<file path="src/rtl/cache_set_ctrl_if.sv">
// Shared MESI state type and the request/bus/response bundle for cache_set_ctrl.
// slave is the controller side; master is the requester/bus-model side.
package cache_set_ctrl_pkg;
  typedef enum logic [1:0] {
    MESI_I = 2'd0,
    MESI_S = 2'd1,
    MESI_E = 2'd2,
    MESI_M = 2'd3
  } states_t;
endpackage

interface cache_set_ctrl_if
  import cache_set_ctrl_pkg::*;
#(
  parameter int TAG_W = 12
);
  logic             req_valid;
  logic             req_ready;
  logic [3:0]       req_cmd;
  logic [TAG_W-1:0] req_tag;
  logic             bus_op_valid;
  logic [1:0]       bus_op;
  logic             bus_ready;
  logic [1:0]       snoop_result;
  logic             resp_valid;
  logic             resp_hit;
  logic [1:0]       resp_way;
  states_t          resp_mesi;
  logic [1:0]       resp_snoop;

  modport slave (
    input  req_valid, req_cmd, req_tag, bus_ready, snoop_result,
    output req_ready, bus_op_valid, bus_op,
    output resp_valid, resp_hit, resp_way, resp_mesi, resp_snoop
  );

  modport master (
    output req_valid, req_cmd, req_tag, bus_ready, snoop_result,
    input  req_ready, bus_op_valid, bus_op,
    input  resp_valid, resp_hit, resp_way, resp_mesi, resp_snoop
  );
endinterface

</file>
<file path="src/rtl/cache_set_ctrl.sv">
// One 4-way MESI cache set with tree PLRU, serving local and snoop trace commands.
// Define CACHE_SET_CTRL_TRACE_EN to print every MESI transition in simulation.
module cache_set_ctrl
  import cache_set_ctrl_pkg::*;
#(
  parameter int WAYS  = 4,
  parameter int TAG_W = 12
) (
  input  logic             clk,
  input  logic             rst_n,
  cache_set_ctrl_if.slave  io
);

  typedef enum logic [2:0] {
    S_IDLE, S_LOOKUP, S_WB, S_BUS, S_UPDATE, S_RESP
  } fsm_t;

  localparam logic [1:0] OP_READ  = 2'd0;
  localparam logic [1:0] OP_WRITE = 2'd1;
  localparam logic [1:0] OP_INV   = 2'd2;
  localparam logic [1:0] OP_RWIM  = 2'd3;
  localparam logic [1:0] SN_NOHIT = 2'd0;
  localparam logic [1:0] SN_HIT   = 2'd1;
  localparam logic [1:0] SN_HITM  = 2'd2;

  fsm_t             state_q, state_d;
  logic [3:0]       cmd_q, cmd_d;
  logic [TAG_W-1:0] ctag_q, ctag_d;
  logic             hit_q, hit_d;
  logic [1:0]       way_q, way_d;
  logic [1:0]       snp_q, snp_d;
  logic [2:0]       plru_q, plru_d;
  logic [TAG_W-1:0] tags_q [WAYS];
  logic [TAG_W-1:0] tags_d [WAYS];
  states_t          mesi_q [WAYS];
  states_t          mesi_d [WAYS];
  logic             resp_hit_q, resp_hit_d;
  logic [1:0]       resp_way_q, resp_way_d;
  states_t          resp_mesi_q, resp_mesi_d;
  logic [1:0]       resp_snoop_q, resp_snoop_d;

  logic       lk_hit, has_free, is_local, is_snoop;
  logic [1:0] lk_way, free_way, victim;
  states_t    new_mesi;
  logic [1:0] reply;

  // PLRU bits point at the victim side: bit0 picks the half, bit1/bit2 the way within it.
  function automatic logic [2:0] plru_touch(input logic [2:0] p, input logic [1:0] w);
    logic [2:0] r;
    r    = p;
    r[0] = ~w[1];
    if (!w[1]) r[1] = ~w[0];
    else       r[2] = ~w[0];
    return r;
  endfunction

  assign is_local = (cmd_q <= 4'd2);
  assign is_snoop = (cmd_q >= 4'd3) && (cmd_q <= 4'd6);
  assign victim   = has_free ? free_way : (plru_q[0] ? {1'b1, plru_q[2]} : {1'b0, plru_q[1]});

  always_comb begin
    lk_hit   = 1'b0;
    lk_way   = 2'd0;
    has_free = 1'b0;
    free_way = 2'd0;
    for (int i = WAYS - 1; i >= 0; i--) begin
      if (mesi_q[i] != MESI_I && tags_q[i] == ctag_q) begin
        lk_hit = 1'b1;
        lk_way = 2'(i);
      end
      if (mesi_q[i] == MESI_I) begin
        has_free = 1'b1;
        free_way = 2'(i);
      end
    end
  end

  always_comb begin
    state_d      = state_q;
    cmd_d        = cmd_q;
    ctag_d       = ctag_q;
    hit_d        = hit_q;
    way_d        = way_q;
    snp_d        = snp_q;
    plru_d       = plru_q;
    tags_d       = tags_q;
    mesi_d       = mesi_q;
    resp_hit_d   = resp_hit_q;
    resp_way_d   = resp_way_q;
    resp_mesi_d  = resp_mesi_q;
    resp_snoop_d = resp_snoop_q;
    new_mesi     = MESI_I;
    reply        = SN_NOHIT;
    io.req_ready    = 1'b0;
    io.bus_op_valid = 1'b0;
    io.bus_op       = OP_READ;
    io.resp_valid   = 1'b0;

    case (state_q)
      S_IDLE: begin
        io.req_ready = 1'b1;
        if (io.req_valid) begin
          cmd_d   = io.req_cmd;
          ctag_d  = io.req_tag;
          state_d = S_LOOKUP;
        end
      end
      S_LOOKUP: begin
        hit_d = lk_hit;
        if (cmd_q == 4'd8) begin
          for (int i = 0; i < WAYS; i++) mesi_d[i] = MESI_I;
          plru_d       = 3'b000;
          resp_hit_d   = 1'b0;
          resp_way_d   = 2'd0;
          resp_mesi_d  = MESI_I;
          resp_snoop_d = SN_NOHIT;
          state_d      = S_RESP;
        end else if (is_local) begin
          if (lk_hit) begin
            way_d   = lk_way;
            state_d = (cmd_q == 4'd1 && mesi_q[lk_way] == MESI_S) ? S_BUS : S_UPDATE;
          end else begin
            way_d   = victim;
            state_d = (mesi_q[victim] == MESI_M) ? S_WB : S_BUS;
          end
        end else if (is_snoop) begin
          way_d   = lk_way;
          state_d = S_UPDATE;
        end else begin
          resp_hit_d   = 1'b0;
          resp_way_d   = 2'd0;
          resp_mesi_d  = mesi_q[0];
          resp_snoop_d = SN_NOHIT;
          state_d      = S_RESP;
        end
      end
      S_WB: begin
        io.bus_op_valid = 1'b1;
        io.bus_op       = OP_WRITE;
        if (io.bus_ready) state_d = S_BUS;
      end
      S_BUS: begin
        io.bus_op_valid = 1'b1;
        io.bus_op       = (cmd_q == 4'd1) ? (hit_q ? OP_INV : OP_RWIM) : OP_READ;
        if (io.bus_ready) begin
          snp_d   = io.snoop_result;
          state_d = S_UPDATE;
        end
      end
      S_UPDATE: begin
        if (is_local) begin
          if (!hit_q) begin
            tags_d[way_q] = ctag_q;
            if (cmd_q == 4'd1)                             new_mesi = MESI_M;
            else if (snp_q == SN_HIT || snp_q == SN_HITM)  new_mesi = MESI_S;
            else                                           new_mesi = MESI_E;
          end else begin
            new_mesi = (cmd_q == 4'd1) ? MESI_M : mesi_q[way_q];
          end
          plru_d = plru_touch(plru_q, way_q);
        end else begin
          new_mesi = mesi_q[way_q];
          if (hit_q) begin
            reply = (mesi_q[way_q] == MESI_M) ? SN_HITM : SN_HIT;
            case (cmd_q)
              4'd3:    if (mesi_q[way_q] == MESI_S) new_mesi = MESI_I;
              4'd4:    new_mesi = MESI_S;
              4'd6:    new_mesi = MESI_I;
              default: new_mesi = mesi_q[way_q];
            endcase
          end
        end
        mesi_d[way_q] = new_mesi;
        resp_hit_d    = hit_q;
        resp_way_d    = way_q;
        resp_mesi_d   = new_mesi;
        resp_snoop_d  = reply;
        state_d       = S_RESP;
      end
      S_RESP: begin
        io.resp_valid = 1'b1;
        state_d       = S_IDLE;
      end
      default: state_d = S_IDLE;
    endcase
  end

  assign io.resp_hit   = resp_hit_q;
  assign io.resp_way   = resp_way_q;
  assign io.resp_mesi  = resp_mesi_q;
  assign io.resp_snoop = resp_snoop_q;

  always_ff @(posedge clk or negedge rst_n) begin
    if (!rst_n) begin
      state_q      <= S_IDLE;
      cmd_q        <= 4'd0;
      ctag_q       <= '0;
      hit_q        <= 1'b0;
      way_q        <= 2'd0;
      snp_q        <= SN_NOHIT;
      plru_q       <= 3'b000;
      resp_hit_q   <= 1'b0;
      resp_way_q   <= 2'd0;
      resp_mesi_q  <= MESI_I;
      resp_snoop_q <= SN_NOHIT;
      for (int i = 0; i < WAYS; i++) begin
        tags_q[i] <= '0;
        mesi_q[i] <= MESI_I;
      end
    end else begin
      state_q      <= state_d;
      cmd_q        <= cmd_d;
      ctag_q       <= ctag_d;
      hit_q        <= hit_d;
      way_q        <= way_d;
      snp_q        <= snp_d;
      plru_q       <= plru_d;
      resp_hit_q   <= resp_hit_d;
      resp_way_q   <= resp_way_d;
      resp_mesi_q  <= resp_mesi_d;
      resp_snoop_q <= resp_snoop_d;
      tags_q       <= tags_d;
      mesi_q       <= mesi_d;
    end
  end

`ifdef CACHE_SET_CTRL_TRACE_EN
  always @(posedge clk) begin
    for (int i = 0; i < WAYS; i++) begin
      if (rst_n && mesi_d[i] != mesi_q[i])
        $display("cache_set_ctrl: way %0d %s -> %s cmd %0d",
                 i, mesi_q[i].name(), mesi_d[i].name(), cmd_q);
    end
  end
`else
`endif

endmodule

</file>
<file path="src/flat_wrapper.sv">
// flat-port wrapper written by rule: the top's interface ports become plain ports
module cache_set_ctrl_flat import cache_set_ctrl_pkg::*;
#(
  parameter int WAYS  = 4,
  parameter int TAG_W = 12
)
  (clk, rst_n, io_req_valid, io_req_cmd, io_req_tag, io_bus_ready, io_snoop_result, io_req_ready, io_bus_op_valid, io_bus_op, io_resp_valid, io_resp_hit, io_resp_way, io_resp_mesi, io_resp_snoop);
  cache_set_ctrl_if #(.TAG_W(TAG_W)) io_i ();
  input  logic clk;
  input  logic rst_n;
  input wire logic [$bits(io_i.req_valid)-1:0] io_req_valid;
  input wire logic [$bits(io_i.req_cmd)-1:0] io_req_cmd;
  input wire logic [$bits(io_i.req_tag)-1:0] io_req_tag;
  input wire logic [$bits(io_i.bus_ready)-1:0] io_bus_ready;
  input wire logic [$bits(io_i.snoop_result)-1:0] io_snoop_result;
  output wire logic [$bits(io_i.req_ready)-1:0] io_req_ready;
  output wire logic [$bits(io_i.bus_op_valid)-1:0] io_bus_op_valid;
  output wire logic [$bits(io_i.bus_op)-1:0] io_bus_op;
  output wire logic [$bits(io_i.resp_valid)-1:0] io_resp_valid;
  output wire logic [$bits(io_i.resp_hit)-1:0] io_resp_hit;
  output wire logic [$bits(io_i.resp_way)-1:0] io_resp_way;
  output wire logic [$bits(io_i.resp_mesi)-1:0] io_resp_mesi;
  output wire logic [$bits(io_i.resp_snoop)-1:0] io_resp_snoop;
  assign io_i.req_valid = io_req_valid;
  assign io_i.req_cmd = io_req_cmd;
  assign io_i.req_tag = io_req_tag;
  assign io_i.bus_ready = io_bus_ready;
  assign io_i.snoop_result = io_snoop_result;
  assign io_req_ready = io_i.req_ready;
  assign io_bus_op_valid = io_i.bus_op_valid;
  assign io_bus_op = io_i.bus_op;
  assign io_resp_valid = io_i.resp_valid;
  assign io_resp_hit = io_i.resp_hit;
  assign io_resp_way = io_i.resp_way;
  assign io_resp_mesi = io_i.resp_mesi;
  assign io_resp_snoop = io_i.resp_snoop;
  cache_set_ctrl #(.WAYS(WAYS), .TAG_W(TAG_W)) u_core (.clk(clk), .rst_n(rst_n), .io(io_i));
endmodule
</file>
<file path="config.mk">
export PLATFORM = sky130hd
export DESIGN_NAME = cache_set_ctrl_flat
export DESIGN_NICKNAME = d
export VERILOG_FILES = /design/src/rtl/cache_set_ctrl_if.sv /design/src/rtl/cache_set_ctrl.sv /design/src/flat_wrapper.sv
export SDC_FILE = /design/constraint.sdc
export NUM_CORES = 1
export LEC_CHECK = 0
export CORE_MARGIN = 10
export CORE_UTILIZATION = 50
export CTS_CLUSTER_DIAMETER = 60
export CTS_CLUSTER_SIZE = 10
export DETAILED_ROUTE_END_ITERATION = 10
export GPL_TIMING_DRIVEN = 0
export PLACE_DENSITY = 0.67
export SKIP_LAST_GASP = 1
export SLEW_MARGIN = 20
export SYNTH_ARGS = -nofsm -noshare
export SYNTH_HDL_FRONTEND = slang
export SYNTH_SLANG_ARGS = --single-unit
</file>
<file path="constraint.sdc">
create_clock -name clk -period 3.1 [get_ports clk]
set_input_delay 0.62 -clock clk [delete_from_list [all_inputs] [get_ports clk]]
set_output_delay 0.62 -clock clk [all_outputs]
set_load 0.02 [all_outputs]
</file>
==> flow_metrics.py <==
metrics = {
    "critical_path": {
        "crit_required_ps": 3350,
        "crit_type": "reg2reg",
        "critPathMaxFanout": 10,
        "max_stage_delay_ps": 570,
        "cpMostUsedCell": "clkbuf_1",
        "crit_slowest_cell": "clkbuf_1",
        "cp.arrival_ps": 3150,
        "crit_chain": "clkbuf_1 > nor2_1 > nand2_1 > or3_1 > nor3_1 > clkbuf_1 > mux2_2",
        "cp-start-kind": "register",
        "end_kind": "register",
    },
    "sta": {
        "setup_viol": 0,
        "fin_setup_tns_ps": 0,
        "finalHoldViolations": 0,
        "fin_crit_sh_pct": 93.7,
        "period_needed_ps": 2900,
        "rsz0062_at_grt": "no",
        "slew_headroom_pct": 50.7,
        "fin_hold_ws_ps": 88.2,
        "fmax_ghz": 0.344,
        "clock_skew_ps": 7.83,
        "slew_viol_final": 0,
        "worst_pin_slew_ps": 733,
    },
    "global_route": {
        "antenna_found_initial": 0,
        "grt_max_degree": 72,
        "grt_pass1_vias": 3375,
        "gr-total-overflow": 0,
        "grt_pass1_wl_um": 16800,
        "track_usage_pct": 15.7,
    },
    "power_and_ir_drop": {
        "vdd_ir_drop_max_uv": 447,
        "p_clk_share_pct": 16.6,
        "power_density_mw_per_mm2": 943,
        "seq_power_share_pct": 36.5,
        "internal_power_w": 0.00309,
        "swShare_pct": 39.1,
        "comb_power_share_pct": 47.0,
        "p_sw_w": 0.00198,
        "leakagePower_nw": 2.32,
    },
    "place": {
        "io_buffers": 33,
        "place.gp.congestion": 0.875,
        "dp_hpwl_um": 7160,
    },
    "routing": {
        "wl_per_cell_um": 17.4,
        "drt_iter0_markers": 149,
        "first_pass_iters": 4,
        "ant_nets": 0,
        "vias": 3180,
        "viasPerCell": 5.61,
        "totalWireLength_um": 9870,
        "drc": 0,
    },
    "logic_synthesis": {
        "syn_inst": 407,
        "syn-num-nets": 429,
        "syn_area_mm2": 0.00467,
        "yosysMostFrequentCell": "dfrtp_1",
        "yosys.area.top_type": "dfrtp_1",
        "synth_edf_count": 0,
        "yosys_register_bits": 90,
        "synth.distinct_cells": 50,
        "yosys_warnings": 0,
        "ys_async_sr_fraction_pct": 100,
        "syn-mean-instance-area_um2": 11.5,
        "yosys-top-cells-count": "dfrtp_1, mux2_2, nand2_1",
        "netlist.area_leader.share_pct": 48.2,
        "synth_ff_type": "dfrtp_1",
        "synth_area_leaders": "dfrtp_1, mux2_2, xor2_1, xnor2_1, nand2_1",
        "ys_seq_area_share_pct": 48.2,
    },
    "run_status": {
        "outcome": "completed",
    },
    "die": {
        "floorplan.initialDensity_pct": 51.0,
        "coreArea_mm2": 0.00915,
        "die_y_um": 117,
        "fp.dieW_um": 117,
        "pin_count": 34,
        "rows": 35,
        "dieArea_mm2": 0.0136,
    },
    "finish": {
        "drive_above_1_share_pct": 23.2,
        "final_nets": 473,
        "syn2layout_area_growth_pct": 15.3,
        "antenna_cells": 0,
        "nFillCells": 779,
    },
    "clock_tree": {
        "clock_sinks": 90,
        "root_buffer": "clkbuf_8",
        "h-tree-depth": 3,
        "cts_tree": "done",
        "postCtsSetupRepairBufs": 0,
        "hold_buffers": 0,
        "path_clk_slew_ps": 90,
        "clock_path_buffers": 2,
        "numCtsBuffers": 9,
        "clock_latency_ps": 360,
    },
    "run": {
        "maxCapViolations": 0,
    },
    "worst_hold_path": {
        "worstHoldPathType": "in2async",
    },
}
==> kinds of logic after synthesis <==
| family | Yosys count | synth area share [%] |
|---|---|---|
| AND/OR/NAND/NOR | 100 | 10.9 |
| flip-flops | 90 | 48.2 |
| multiplexers | 68 | 17.1 |
| AO/OA/AOI/OAI | 67 | 9.59 |
| XOR/XNOR | 50 | 9.54 |
| buffers and inverters | 32 | 4.66 |
==> layout by cell type, fill, tap and decap left out, drive strengths merged, types with 2 or more instances in the layout <==
cell type and n:
mux2 65, a31oi 4, clkdlybuf4s50 32, o31ai 2, o2111ai 4, and2 2, a21o 3, nor2b 7
clkbuf 28, or3 2, and4 2, or2b 2, nand4 7, a22o 6, xnor2 24, buf 13
mux4 3, dfrtp 90, a32o 3, nand2 27, xor2 26, clkinvlp 2, nor2 23, o21ai 21
a21oi 13, nor4 8, inv 4, or4 2, a211oi 2, nor3 7, nand2b 5, nand3 2
and3 2
==> metal layers <==
metal	vias to the layer above	part of all wire, %	global-route usage [%]
li1	1536	-	-
met1	1560	45	19.0
met2	64	48	26.6
met3	20	4.1	2.93
met4	0	2.6	7.00
met5	-	0	0
==> power by group through the flow <==
| stage | clock network, W | logic (W) | registers (W) |
|---|---|---|---|
| finish | 0.000842 | 0.00238 | 0.00185 |
| global route | 0.000917 | 0.00264 | 0.00191 |
| CTS | 0.000862 | 0.00242 | 0.00183 |
| detailed placement | 0 | 0.00240 | 0.00185 |
| global placement | 0 | 0.00235 | 0.00183 |
| floorplan | 0 | 0.00180 | 0.00182 |
==> flip-flops by register name, summed over array words and instances, names as in the netlist <==
register / count
u_core.cmd_q: 4
u_core.ctag_q: 12
u_core.hit_q: 1
u_core.io.resp_hit: 1
u_core.io.resp_mesi: 2
u_core.io.resp_snoop: 2
u_core.io.resp_way: 2
u_core.mesi_q: 8
u_core.plru_q: 3
u_core.snp_q: 2
u_core.state_q: 3
u_core.tags_q: 48
u_core.way_q: 2
==> timing repair <==
action,4_1_cts,5_1_grt
endpoints found under the hold margin,0,0
endpoints found under the setup margin,0,4
resized for setup,0,2
==> final timing paths <==
kind	depth (start not counted)	end	slack, ps	startpoint
hold reg to reg	2	u_core.io.resp_snoop[1]	480	u_core.io.resp_snoop[1]
setup / recovery	7	u_core.tags_q[40]	200	u_core.state_q[0]
max in group asynchronous	2	u_core.way_q[0]	2400	rst_n
setup reg to reg	7	u_core.tags_q[40]	200	u_core.state_q[0]
hold / removal	1	u_core.snp_q[0]	90	rst_n
min in group clk	2	u_core.io.resp_snoop[1]	480	u_core.io.resp_snoop[1]
==> per-stage QoR <==
stage / instances / utilization [%] / worst slack, ps / cell area (um2) / total power [W]
floorplan: 407 / - / 681 / 4670 / 0.00362
global placement: 551 / 56.1 / -1930 / 5140 / 0.00418
detailed placement: 552 / 56.5 / 183 / 5170 / 0.00426
CTS: 568 / 58.7 / 111 / 5380 / 0.00512
global route: 567 / 58.8 / 14.5 / 5390 / 0.00547
finish: 567 / 58.8 / 197 / 5390 / 0.00508
==> final cells by class <==
class / instances / area (um2) / share of cell area [%]
multi-input cells: 285 / 2210 / 41.1
plain buffers: 29 / 206 / 3.83
clock inverters: 6 / 71.3 / 1.32
flip-flops and latches: 90 / 2250 / 41.8
well taps: 111 / 139 / 2.58
clock buffers: 10 / 138 / 2.56
inverters: 2 / 7.51 / 0.139
repair buffers: 34 / 359 / 6.67
==> worst max-delay path: cells and delay by family, from the launching register on <==
kind | cells | cell delay, ps
simple gates | 4 | 1250
flops | 1 | 380
mux | 1 | 410
buf+inv | 2 | 750
No activity file was read; power rests on OpenSTA's default activity.
